===== config.mk =====
export PLATFORM = sky130hd
export DESIGN_NAME = shape_rom
export DESIGN_NICKNAME = d
export VERILOG_FILES = /design/src/rtl/collision_checker_pkg.sv /design/src/rtl/collision_checker_shape_rom.sv
export SDC_FILE = /design/constraint.sdc
export NUM_CORES = 1
export LEC_CHECK = 0
export ABC_AREA = 0
export BUFFER_PORTS_ARGS = -buffer_cell sky130_fd_sc_hd__buf_2
export CAP_MARGIN = 20
export CORE_AREA = 3 3 40 42
export DETAILED_ROUTE_END_ITERATION = 16
export DIE_AREA = 0 0 43 45
export GPL_TIMING_DRIVEN = 0
export PLACE_DENSITY_LB_ADDON = 0.25
export SLEW_MARGIN = 10
export SYNTH_ARGS = -nofsm -noshare
export SYNTH_HDL_FRONTEND = slang
export SYNTH_SLANG_ARGS = --single-unit
export TNS_END_PERCENT = 20

===== constraint.sdc =====
create_clock -name vclk -period 1.7
set_input_delay 0.17 -clock vclk [all_inputs]
set_output_delay 0.17 -clock vclk [all_outputs]
set_load 0.01 [all_outputs]

===== src/rtl/collision_checker_pkg.sv =====
// Shared Tetris definitions: piece codes, default board size, checker FSM
// states and the helper that packs a four-cell shape word.
package tetris_pkg;

  localparam int BOARD_BLOCK_W = 16;
  localparam int BOARD_BLOCK_H = 16;

  typedef enum logic [2:0] {
    BLK_SINGLE = 3'd0,
    BLK_I      = 3'd1,
    BLK_O      = 3'd2,
    BLK_T      = 3'd3,
    BLK_S      = 3'd4,
    BLK_Z      = 3'd5,
    BLK_J      = 3'd6,
    BLK_L      = 3'd7
  } block_type_t;

  typedef enum logic [1:0] {
    ST_IDLE  = 2'd0,
    ST_CHECK = 2'd1,
    ST_DONE  = 2'd2
  } state_t;

  // Packs four (dx,dy) cell offsets; cell 0 lands in the low nibble.
  function automatic logic [15:0] shape_cells(
    input logic [1:0] x0, input logic [1:0] y0,
    input logic [1:0] x1, input logic [1:0] y1,
    input logic [1:0] x2, input logic [1:0] y2,
    input logic [1:0] x3, input logic [1:0] y3
  );
    return {x3, y3, x2, y2, x1, y1, x0, y0};
  endfunction

endpackage


===== src/rtl/collision_checker_shape_rom.sv =====
// Piece shape table: (type, rotation, cell index) -> cell offset (dx, dy).
module shape_rom
  import tetris_pkg::*;
(
  input  block_type_t block_type,
  input  logic [1:0]  rot,
  input  logic [1:0]  idx,
  output logic [1:0]  dx,
  output logic [1:0]  dy
);
  logic [15:0] cells;

  // Select the four-cell word for this piece and rotation.
  always_comb begin
    cells = '0;
    case (block_type)
      BLK_SINGLE: cells = shape_cells(2'd0,2'd0, 2'd0,2'd0, 2'd0,2'd0, 2'd0,2'd0);
      BLK_I: cells = rot[0] ? shape_cells(2'd0,2'd0, 2'd0,2'd1, 2'd0,2'd2, 2'd0,2'd3)
                            : shape_cells(2'd0,2'd0, 2'd1,2'd0, 2'd2,2'd0, 2'd3,2'd0);
      BLK_O: cells = shape_cells(2'd0,2'd0, 2'd1,2'd0, 2'd0,2'd1, 2'd1,2'd1);
      BLK_T: begin
        case (rot)
          2'd0:    cells = shape_cells(2'd0,2'd0, 2'd1,2'd0, 2'd2,2'd0, 2'd1,2'd1);
          2'd1:    cells = shape_cells(2'd1,2'd0, 2'd0,2'd1, 2'd1,2'd1, 2'd1,2'd2);
          2'd2:    cells = shape_cells(2'd1,2'd0, 2'd0,2'd1, 2'd1,2'd1, 2'd2,2'd1);
          default: cells = shape_cells(2'd0,2'd0, 2'd0,2'd1, 2'd1,2'd1, 2'd0,2'd2);
        endcase
      end
      BLK_S: cells = rot[0] ? shape_cells(2'd0,2'd0, 2'd0,2'd1, 2'd1,2'd1, 2'd1,2'd2)
                            : shape_cells(2'd1,2'd0, 2'd2,2'd0, 2'd0,2'd1, 2'd1,2'd1);
      BLK_Z: cells = rot[0] ? shape_cells(2'd1,2'd0, 2'd0,2'd1, 2'd1,2'd1, 2'd0,2'd2)
                            : shape_cells(2'd0,2'd0, 2'd1,2'd0, 2'd1,2'd1, 2'd2,2'd1);
      BLK_J: begin
        case (rot)
          2'd0:    cells = shape_cells(2'd0,2'd0, 2'd0,2'd1, 2'd1,2'd1, 2'd2,2'd1);
          2'd1:    cells = shape_cells(2'd0,2'd0, 2'd1,2'd0, 2'd0,2'd1, 2'd0,2'd2);
          2'd2:    cells = shape_cells(2'd0,2'd0, 2'd1,2'd0, 2'd2,2'd0, 2'd2,2'd1);
          default: cells = shape_cells(2'd1,2'd0, 2'd1,2'd1, 2'd0,2'd2, 2'd1,2'd2);
        endcase
      end
      BLK_L: begin
        case (rot)
          2'd0:    cells = shape_cells(2'd2,2'd0, 2'd0,2'd1, 2'd1,2'd1, 2'd2,2'd1);
          2'd1:    cells = shape_cells(2'd0,2'd0, 2'd0,2'd1, 2'd0,2'd2, 2'd1,2'd2);
          2'd2:    cells = shape_cells(2'd0,2'd0, 2'd1,2'd0, 2'd2,2'd0, 2'd0,2'd1);
          default: cells = shape_cells(2'd0,2'd0, 2'd1,2'd0, 2'd1,2'd1, 2'd1,2'd2);
        endcase
      end
      default: cells = '0;
    endcase
  end

  assign {dx, dy} = cells[{idx, 2'b00} +: 4];

endmodule


==> impl_metrics.env, run 1 <==
export IMPL_switching_share=0.543
export IMPL_fin_area_um2=810
export IMPL_final_core_util=0.630
export IMPL_start_util=0.495
export IMPL_area_growth_pct=27.4
export IMPL_cpMaxStageDelayCell="a211o_1"
export IMPL_syn_inst=91
export IMPL_grt_pass1_wl_um=3080
export IMPL_max_slew_margin=0.713
export IMPL_fin_nets=118
export IMPL_via_count=783
export IMPL_grt_max_degree=11
export IMPL_fin_cells=118
export IMPL_p_seq_frac=0
export IMPL_cp_required_ps=1530
export IMPL_combinationalPowerShare=1.000
export IMPL_cp_top_family="compound AO/OA/AOI/OAI gates"
export IMPL_dp_cells=116
export IMPL_yosys_warnings=0
export IMPL_maxCapViolations=0
export IMPL_min_period_ps=1770
export IMPL_switching_power_uw=116
export IMPL_syn_area_per_cell_um2=6.98
export IMPL_wl_um=1850
export IMPL_syn_num_nets=104
export IMPL_drc=0
export IMPL_hpwl_um=1320
export IMPL_synth_seq_area_share=0
export IMPL_final_cell_mix="11 x buf_2, 8 x o21ai_0, 6 x nand2_1"
export IMPL_grt_setup_unrepaired="true"
export IMPL_crit_chain="buf_8, buf_6, inv_8, ha_4, mux2i_2, a31oi_2, a211o_1, o32ai_2, buf_2"
export IMPL_layout_worst_path_cycle_share=1.04
export IMPL_rows=13
export IMPL_worstHoldPathType="input port to output port"
export IMPL_endpoint_kind="output port"
export IMPL_grt_use_total=0.195
export IMPL_synth_area_um2=636
export IMPL_drv_slew=0
export IMPL_antennaDiodeCount=0
export IMPL_clkbuf_count=0
export IMPL_violations="setup timing"
export IMPL_drive_gt1_frac=0.340
export IMPL_ioPinCount=11
export IMPL_p_int_uw=97.2
export IMPL_layout_setup_ws_ps=-66.7
export IMPL_cp_arrival_ps=1600
export IMPL_die_area_mm2=0.00194
export IMPL_synth_cell_types=41
export IMPL_numPortBuffers=10
export IMPL_grt_pass1_vias=679
export IMPL_core_area_mm2=0.00128
export IMPL_p_leak_uw=0.000317
export IMPL_dieHeight_um=45
export IMPL_peakVddDrop_v=0.000141
export IMPL_place_area_um2=704
export IMPL_vias_per_cell=6.64
export IMPL_critPathMaxStageDelay_ps=330
export IMPL_setup_viol=3
export IMPL_outcome="finished, violations left"
export IMPL_antenna_found_initial=0
export IMPL_hold_viol=0
export IMPL_crit_buf_inv=4
export IMPL_routedWlPerCell_um=15.7
export IMPL_fp_dieW_um=43
export IMPL_p_per_area_mw_per_mm2=263
export IMPL_gr_total_overflow=0
export IMPL_drt_pass1_iter_count=4
export IMPL_pwr_share_clk=0
export IMPL_fin_tns_setup_ps=-104
export IMPL_worst_pin_slew_ps=431
export IMPL_ant_nets=0
export IMPL_globalplace_congestion=0.826
export IMPL_path_max_fanout=4
export IMPL_crit_type="input port to output port"
export IMPL_mostFrequentLayoutCell="buf_2"
export IMPL_regArea_um2=0
export IMPL_drt_iter0_drc=40
export IMPL_numSequentialCells=0
export IMPL_critPathLaunchType="input port"
export IMPL_max_freq_ghz=0.566
-- path summary, 6_finish.rpt --
path / end / cells after the start / slack, ps / from
max: dx[0] / 9 / -70 / rot[0]
min: dx[0] / 3 / 700 / idx[1]
-- power by group through the flow --
| stage | combinational [uW] | clock (uW) | sequential [uW] |
|---|---|---|---|
| global route | 230 | 0 | 0 |
| floorplan | 129 | 0 | 0 |
| detailed placement | 177 | 0 | 0 |
| finish | 213 | 0 | 0 |
| global placement | 175 | 0 | 0 |
| CTS | 202 | 0 | 0 |
-- cell usage after synthesis, types with 2 or more instances --
master / n / area share
nand3b_1: 3 / 0.035
nand2b_1: 2 / 0.020
buf_4: 4 / 0.047
nand3_1: 2 / 0.016
o21ai_0: 8 / 0.063
mux2i_1: 3 / 0.047
a211oi_1: 2 / 0.024
nor2b_1: 4 / 0.039
inv_1: 4 / 0.024
buf_6: 2 / 0.035
nor3_1: 3 / 0.024
a31oi_1: 3 / 0.030
ha_1: 6 / 0.12
a211o_1: 3 / 0.041
nor2_1: 3 / 0.018
a21oi_1: 5 / 0.039
o31ai_1: 2 / 0.024
inv_2: 2 / 0.012
buf_2: 2 / 0.016
a311oi_1: 2 / 0.028
nand2_1: 6 / 0.035
-- layout make-up --
type | count | area, um^2
multi-input combinational | 76 | 613
buffer | 9 | 70.1
timing repair buffer | 12 | 75.1
inverter | 6 | 32.5
fill | 117 | 475
tap | 15 | 18.8
-- logic make-up (layout without fill, tap and decap cells) --
kind of cell               after synthesis  after routing  share of synthesized area
buffers and inverters                   15             27                      0.140
muxes                                    4              4                     0.0650
adders and majority gates                6              6                      0.118
and+or+nand+nor                         26             26                      0.224
AOI/OAI and AO/OA                       39             39                      0.439
xor gates and xnor gates                 1              1                     0.0138
-- layer usage --
layer,track usage,part of all wire
met5,0,0
met4,0.0482,0.019
met3,0.0120,0.091
met2,0.329,0.47
met1,0.271,0.42
-- repair_timing --
| action | in CTS | in global routing |
|---|---|---|
| setup buffers | 2 | 0 |
| hold buffers | 0 | 0 |
| pin swaps | 5 | 2 |
| setup endpoints to repair | 3 | 3 |
| resized for setup | 19 | 3 |
-- through the flow --
stage               worst slack [ps]  hold slack [ps]  power [uW]
finish                         -66.7              704         213
global placement                -303              699         175
detailed placement              -328              699         177
CTS                            -36.0              699         202
global route                    -116              727         230
floorplan                       45.8              448         129
-- worst min-delay path, stage by stage --
cell and delay (ps):
buf_2 130, o32ai_2 100, buf_2 140
(Power assumes the default switching activity.)
==> inputs of run 2 (changes only) <==
--- a/config.mk
+++ b/config.mk
@@ -8,9 +8,10 @@
 export ABC_AREA = 0
 export BUFFER_PORTS_ARGS = -buffer_cell sky130_fd_sc_hd__buf_2
 export CAP_MARGIN = 20
-export CORE_AREA = 3 3 40 42
+export CORE_ASPECT_RATIO = 1.2
+export CORE_MARGIN = 3
+export CORE_UTILIZATION = 30
 export DETAILED_ROUTE_END_ITERATION = 16
-export DIE_AREA = 0 0 43 45
 export GPL_TIMING_DRIVEN = 0
 export PLACE_DENSITY_LB_ADDON = 0.25
 export SLEW_MARGIN = 10
==> impl_metrics.env, run 2 (synthesis results as in run 1) <==
export IMPL_outcome="finished, violations left"
export IMPL_violations="setup timing"
export IMPL_hold_viol=0
export IMPL_critPathLaunchType="input port"
export IMPL_cp_arrival_ps=1660
export IMPL_peakVddDrop_v=0.0000960
export IMPL_p_int_uw=98.4
export IMPL_grt_setup_unrepaired="true"
export IMPL_drv_slew=0
export IMPL_dieHeight_um=56.4
export IMPL_min_period_ps=1830
export IMPL_antenna_found_initial=0
export IMPL_min_to="dx[0]"
export IMPL_max_slew_margin=0.706
export IMPL_switching_share=0.541
export IMPL_regArea_um2=0
export IMPL_fin_nets=119
export IMPL_drt_pass1_iter_count=4
export IMPL_fp_dieW_um=48.0
export IMPL_globalplace_congestion=0.872
export IMPL_endpoint_kind="output port"
export IMPL_grt_pass1_wl_um=3140
export IMPL_worst_pin_slew_ps=441
export IMPL_hpwl_um=1350
export IMPL_rows=17
export IMPL_cp_top_family="compound AO/OA/AOI/OAI gates"
export IMPL_grt_use_total=0.144
export IMPL_final_cell_mix="11 x buf_2, 8 x o21ai_0, 6 x buf_4, 6 x nand2_1, 5 x a21oi_1"
export IMPL_ioPinCount=11
export IMPL_layout_worst_path_cycle_share=1.08
export IMPL_clkbuf_count=0
export IMPL_layout_setup_ws_ps=-128
export IMPL_antennaDiodeCount=0
export IMPL_wl_um=1880
export IMPL_switching_power_uw=116
export IMPL_finalPower_uw=215
export IMPL_core_area_mm2=0.00191
export IMPL_cpMaxStageDelayCell="a222oi_1"
export IMPL_grt_pass1_vias=706
export IMPL_drt_iter0_drc=42
export IMPL_grt_max_degree=11
export IMPL_gr_total_overflow=0
export IMPL_vias_per_cell=6.58
export IMPL_combinationalPowerShare=1.000
export IMPL_maxCapViolations=0
export IMPL_pwr_share_clk=0
export IMPL_p_per_area_mw_per_mm2=260
export IMPL_start_util=0.332
export IMPL_die_area_mm2=0.00271
export IMPL_p_seq_frac=0
export IMPL_cp_required_ps=1530
export IMPL_hp_start="idx[1]"
export IMPL_ctsHoldBuffers=0
export IMPL_drive_gt1_frac=0.346
export IMPL_mostFrequentLayoutCell="buf_2"
export IMPL_numPortBuffers=10
export IMPL_crit_chain="buf_8, buf_6, inv_8, ha_4, nand3b_1, o311ai_2, a222oi_1, o32ai_2, buf_2"
export IMPL_crit_type="input port to output port"
export IMPL_setup_viol=3
export IMPL_worstHoldPathType="input port to output port"
export IMPL_ant_nets=0
export IMPL_worst_hold_path_num_cells=3
export IMPL_critPathMaxStageDelay_ps=480
export IMPL_crit_buf_inv=4
export IMPL_numSequentialCells=0
export IMPL_routedWlPerCell_um=15.3
export IMPL_p_leak_uw=0.000325
export IMPL_via_count=809
export IMPL_area_growth_pct=29.9
export IMPL_drc=0
export IMPL_max_freq_ghz=0.547
export IMPL_dp_slack_ps=-322
export IMPL_path_max_fanout=4
-- run 2: metal layers --
| metal | up-vias | GRT usage | routed length, um |
|---|---|---|---|
| met2 | 39 | 0.233 | 913 |
| met1 | 383 | 0.204 | 805 |
| met5 | - | 0 | 0 |
| met4 | 0 | 0.0308 | 47 |
| met3 | 6 | 0.00641 | 115 |
| li1 | 381 | - | - |
-- run 2: area by class of cell --
| class | count | area [um^2] |
|---|---|---|
| fillers | 194 | 1090 |
| well taps | 19 | 23.8 |
| multi-input cells | 76 | 617 |
| plain buffers | 9 | 70.1 |
| inverters | 6 | 32.5 |
| repair buffers | 13 | 82.6 |
-- run 2: worst max path at each step --
stage | start | end | cells after the start
floorplan | rot[0] | dy[0] | 7
finish | rot[0] | dx[0] | 9
detailed placement | rot[0] | dy[0] | 9
CTS | rot[0] | dx[0] | 9
global route | rot[0] | dx[0] | 9
global placement | rot[0] | dy[0] | 9
-- run 2: stage by stage --
stage	setup TNS (ps)	area [um^2]	hold slack, ps	util	std cells
6_report	-171	826	708	0.431	123
5_1_grt	-345	826	724	0.431	123
4_1_cts	-28.7	810	703	0.423	123
3_5_place_dp	-834	709	701	0.371	120
3_3_place_gp	-776	709	705	0.371	120
2_1_floorplan	0	636	448	-	91
-- run 2: what timing repair did --
action	in CTS	in global routing
endpoints found under the setup margin	3	3
resized for setup	19	3
buffers inserted	3	0
pin swaps	5	2
-- run 2: power by group through the flow --
stage                     combinational, uW  sequential, uW  clock (uW)
after floorplan                         129               0           0
after global placement                  178               0           0
after detailed placement                177               0           0
after CTS                               204               0           0
after global routing                    234               0           0
final                                   215               0           0
==> inputs of run 3 (changes only) <==
--- a/config.mk
+++ b/config.mk
@@ -13,6 +13,7 @@
 export CORE_UTILIZATION = 30
 export DETAILED_ROUTE_END_ITERATION = 16
 export GPL_TIMING_DRIVEN = 0
+export MAX_ROUTING_LAYER = met4
 export PLACE_DENSITY_LB_ADDON = 0.25
 export SLEW_MARGIN = 10
 export SYNTH_ARGS = -nofsm -noshare
==> impl_metrics.env, run 3 (synthesis results as in run 1) <==
export IMPL_outcome="finished, violations left"
export IMPL_violations="setup timing"
export IMPL_regArea_um2=0
export IMPL_numSequentialCells=0
export IMPL_grt_max_degree=11
export IMPL_min_to="dx[0]"
export IMPL_ctsHoldBuffers=0
export IMPL_p_per_area_mw_per_mm2=259
export IMPL_crit_type="input port to output port"
export IMPL_setup_viol=3
export IMPL_cpMaxStageDelayCell="a222oi_1"
export IMPL_maxCapViolations=0
export IMPL_hpwl_um=1350
export IMPL_grt_busiest_layer="met2"
export IMPL_grt_setup_unrepaired="true"
export IMPL_drv_slew=0
export IMPL_ant_nets=0
export IMPL_crit_chain="buf_8, buf_6, inv_8, ha_4, nand3b_1, o311ai_2, a222oi_1, o32ai_2, buf_2"
export IMPL_max_slew_margin=0.711
export IMPL_grt_pass1_wl_um=3130
export IMPL_globalplace_congestion=0.886
export IMPL_dieHeight_um=56.4
export IMPL_drc=0
export IMPL_antennaDiodeCount=0
export IMPL_mostFrequentLayoutCell="buf_2"
export IMPL_worstHoldPathType="input port to output port"
export IMPL_fin_nets=119
export IMPL_cp_required_ps=1530
export IMPL_dp_cells=120
export IMPL_layout_setup_ws_ps=-104
export IMPL_endpoint_kind="output port"
export IMPL_final_core_util=0.431
export IMPL_die_area_mm2=0.00271
export IMPL_routedWlPerCell_um=15.3
export IMPL_wl_um=1880
export IMPL_rows=17
export IMPL_via_count=793
export IMPL_final_cell_mix="11 x buf_2, 8 x o21ai_0, 6 x buf_4, 6 x nand2_1, 5 x a21oi_1"
export IMPL_drt_iter0_drc=42
export IMPL_peakVddDrop_v=0.0000957
export IMPL_fillers=194
export IMPL_ioPinCount=11
export IMPL_critPathLaunchType="input port"
export IMPL_min_period_ps=1800
export IMPL_layout_worst_path_cycle_share=1.06
export IMPL_gr_total_overflow=0
export IMPL_max_freq_ghz=0.554
export IMPL_met1_usage=0.204
export IMPL_worst_pin_slew_ps=434
export IMPL_antenna_found_initial=0
export IMPL_fp_dieW_um=48.0
export IMPL_start_util=0.332
export IMPL_use_met3=0.00321
export IMPL_vias_per_cell=6.45
export IMPL_drive_gt1_frac=0.346
export IMPL_worst_hold_path_num_cells=3
export IMPL_grt_pass1_vias=709
export IMPL_fin_cells=123
export IMPL_clkbuf_count=0
export IMPL_hold_viol=0
export IMPL_p_leak_uw=0.000325
export IMPL_numPortBuffers=10
export IMPL_cp_arrival_ps=1630
export IMPL_area_growth_pct=29.9
export IMPL_core_area_mm2=0.00191
export IMPL_grt_use_total=0.147
export IMPL_use_met2=0.233
export IMPL_drt_pass1_iter_count=4
export IMPL_hp_start="idx[1]"
export IMPL_path_max_fanout=4
export IMPL_critPathMaxStageDelay_ps=460
[run 3: cell counts in the layout (fill, tap and decap cells not counted)]
Identical to the previous run, type by type.
[run 3: timing repair]
action / 4_1_cts / 5_1_grt
endpoints found under the hold margin: 0 / 0
pin swaps: 5 / 2
setup endpoints to repair: 3 / 3
gates cloned: 0 / 0
resized for setup: 19 / 3
setup buffers: 3 / 0
[run 3: cell type report]
cell class | instances | area (um^2) | area share
Buffer | 9 | 70.1 | 0.0848
Timing Repair Buffer | 13 | 82.6 | 0.100
Tap cell | 19 | 23.8 | 0.0288
Inverter | 6 | 32.5 | 0.0394
Multi-Input combinational cell | 76 | 617 | 0.747
[run 3: report_power, final]
group	internal [uW]	switching, uW
Combinational	98.4	116
Clock	0	0
Sequential	0	0
Total	98.4	116
[run 3: worst max-delay path by stage]
stage / startpoint / to / slack, ps / depth (start not counted)
after floorplan: rot[0] / dy[0] / 50 / 7
after global placement: rot[0] / dy[0] / -310 / 9
after detailed placement: rot[0] / dy[0] / -320 / 9
after CTS: rot[0] / dx[0] / -20 / 9
after global routing: rot[0] / dx[0] / -150 / 9
final: rot[0] / dx[0] / -100 / 9
[run 3: critical path, delay by kind of cell]
kind	cells	cell delay (ps)
compound gates	3	710
fa+ha+maj	1	200
simple gates	1	120
buf+inv	4	440
[run 3: per-stage QoR]
step	power, uW	instance area, um^2	hold WS, ps	setup TNS [ps]	worst slack (ps)
after floorplan	129	636	448	0	45.8
after global placement	178	709	705	-776	-306
after detailed placement	177	709	701	-834	-322
after CTS	204	810	703	-28.7	-16.0
after global routing	234	826	724	-346	-148
final	214	826	708	-136	-104
[run 3: routing by layer]
metal  routed length [um]  vias up
met1                  794      364
met2                  899       44
li1                     -      379
met5                    0        -
met4                   53        0
met3                  130        6
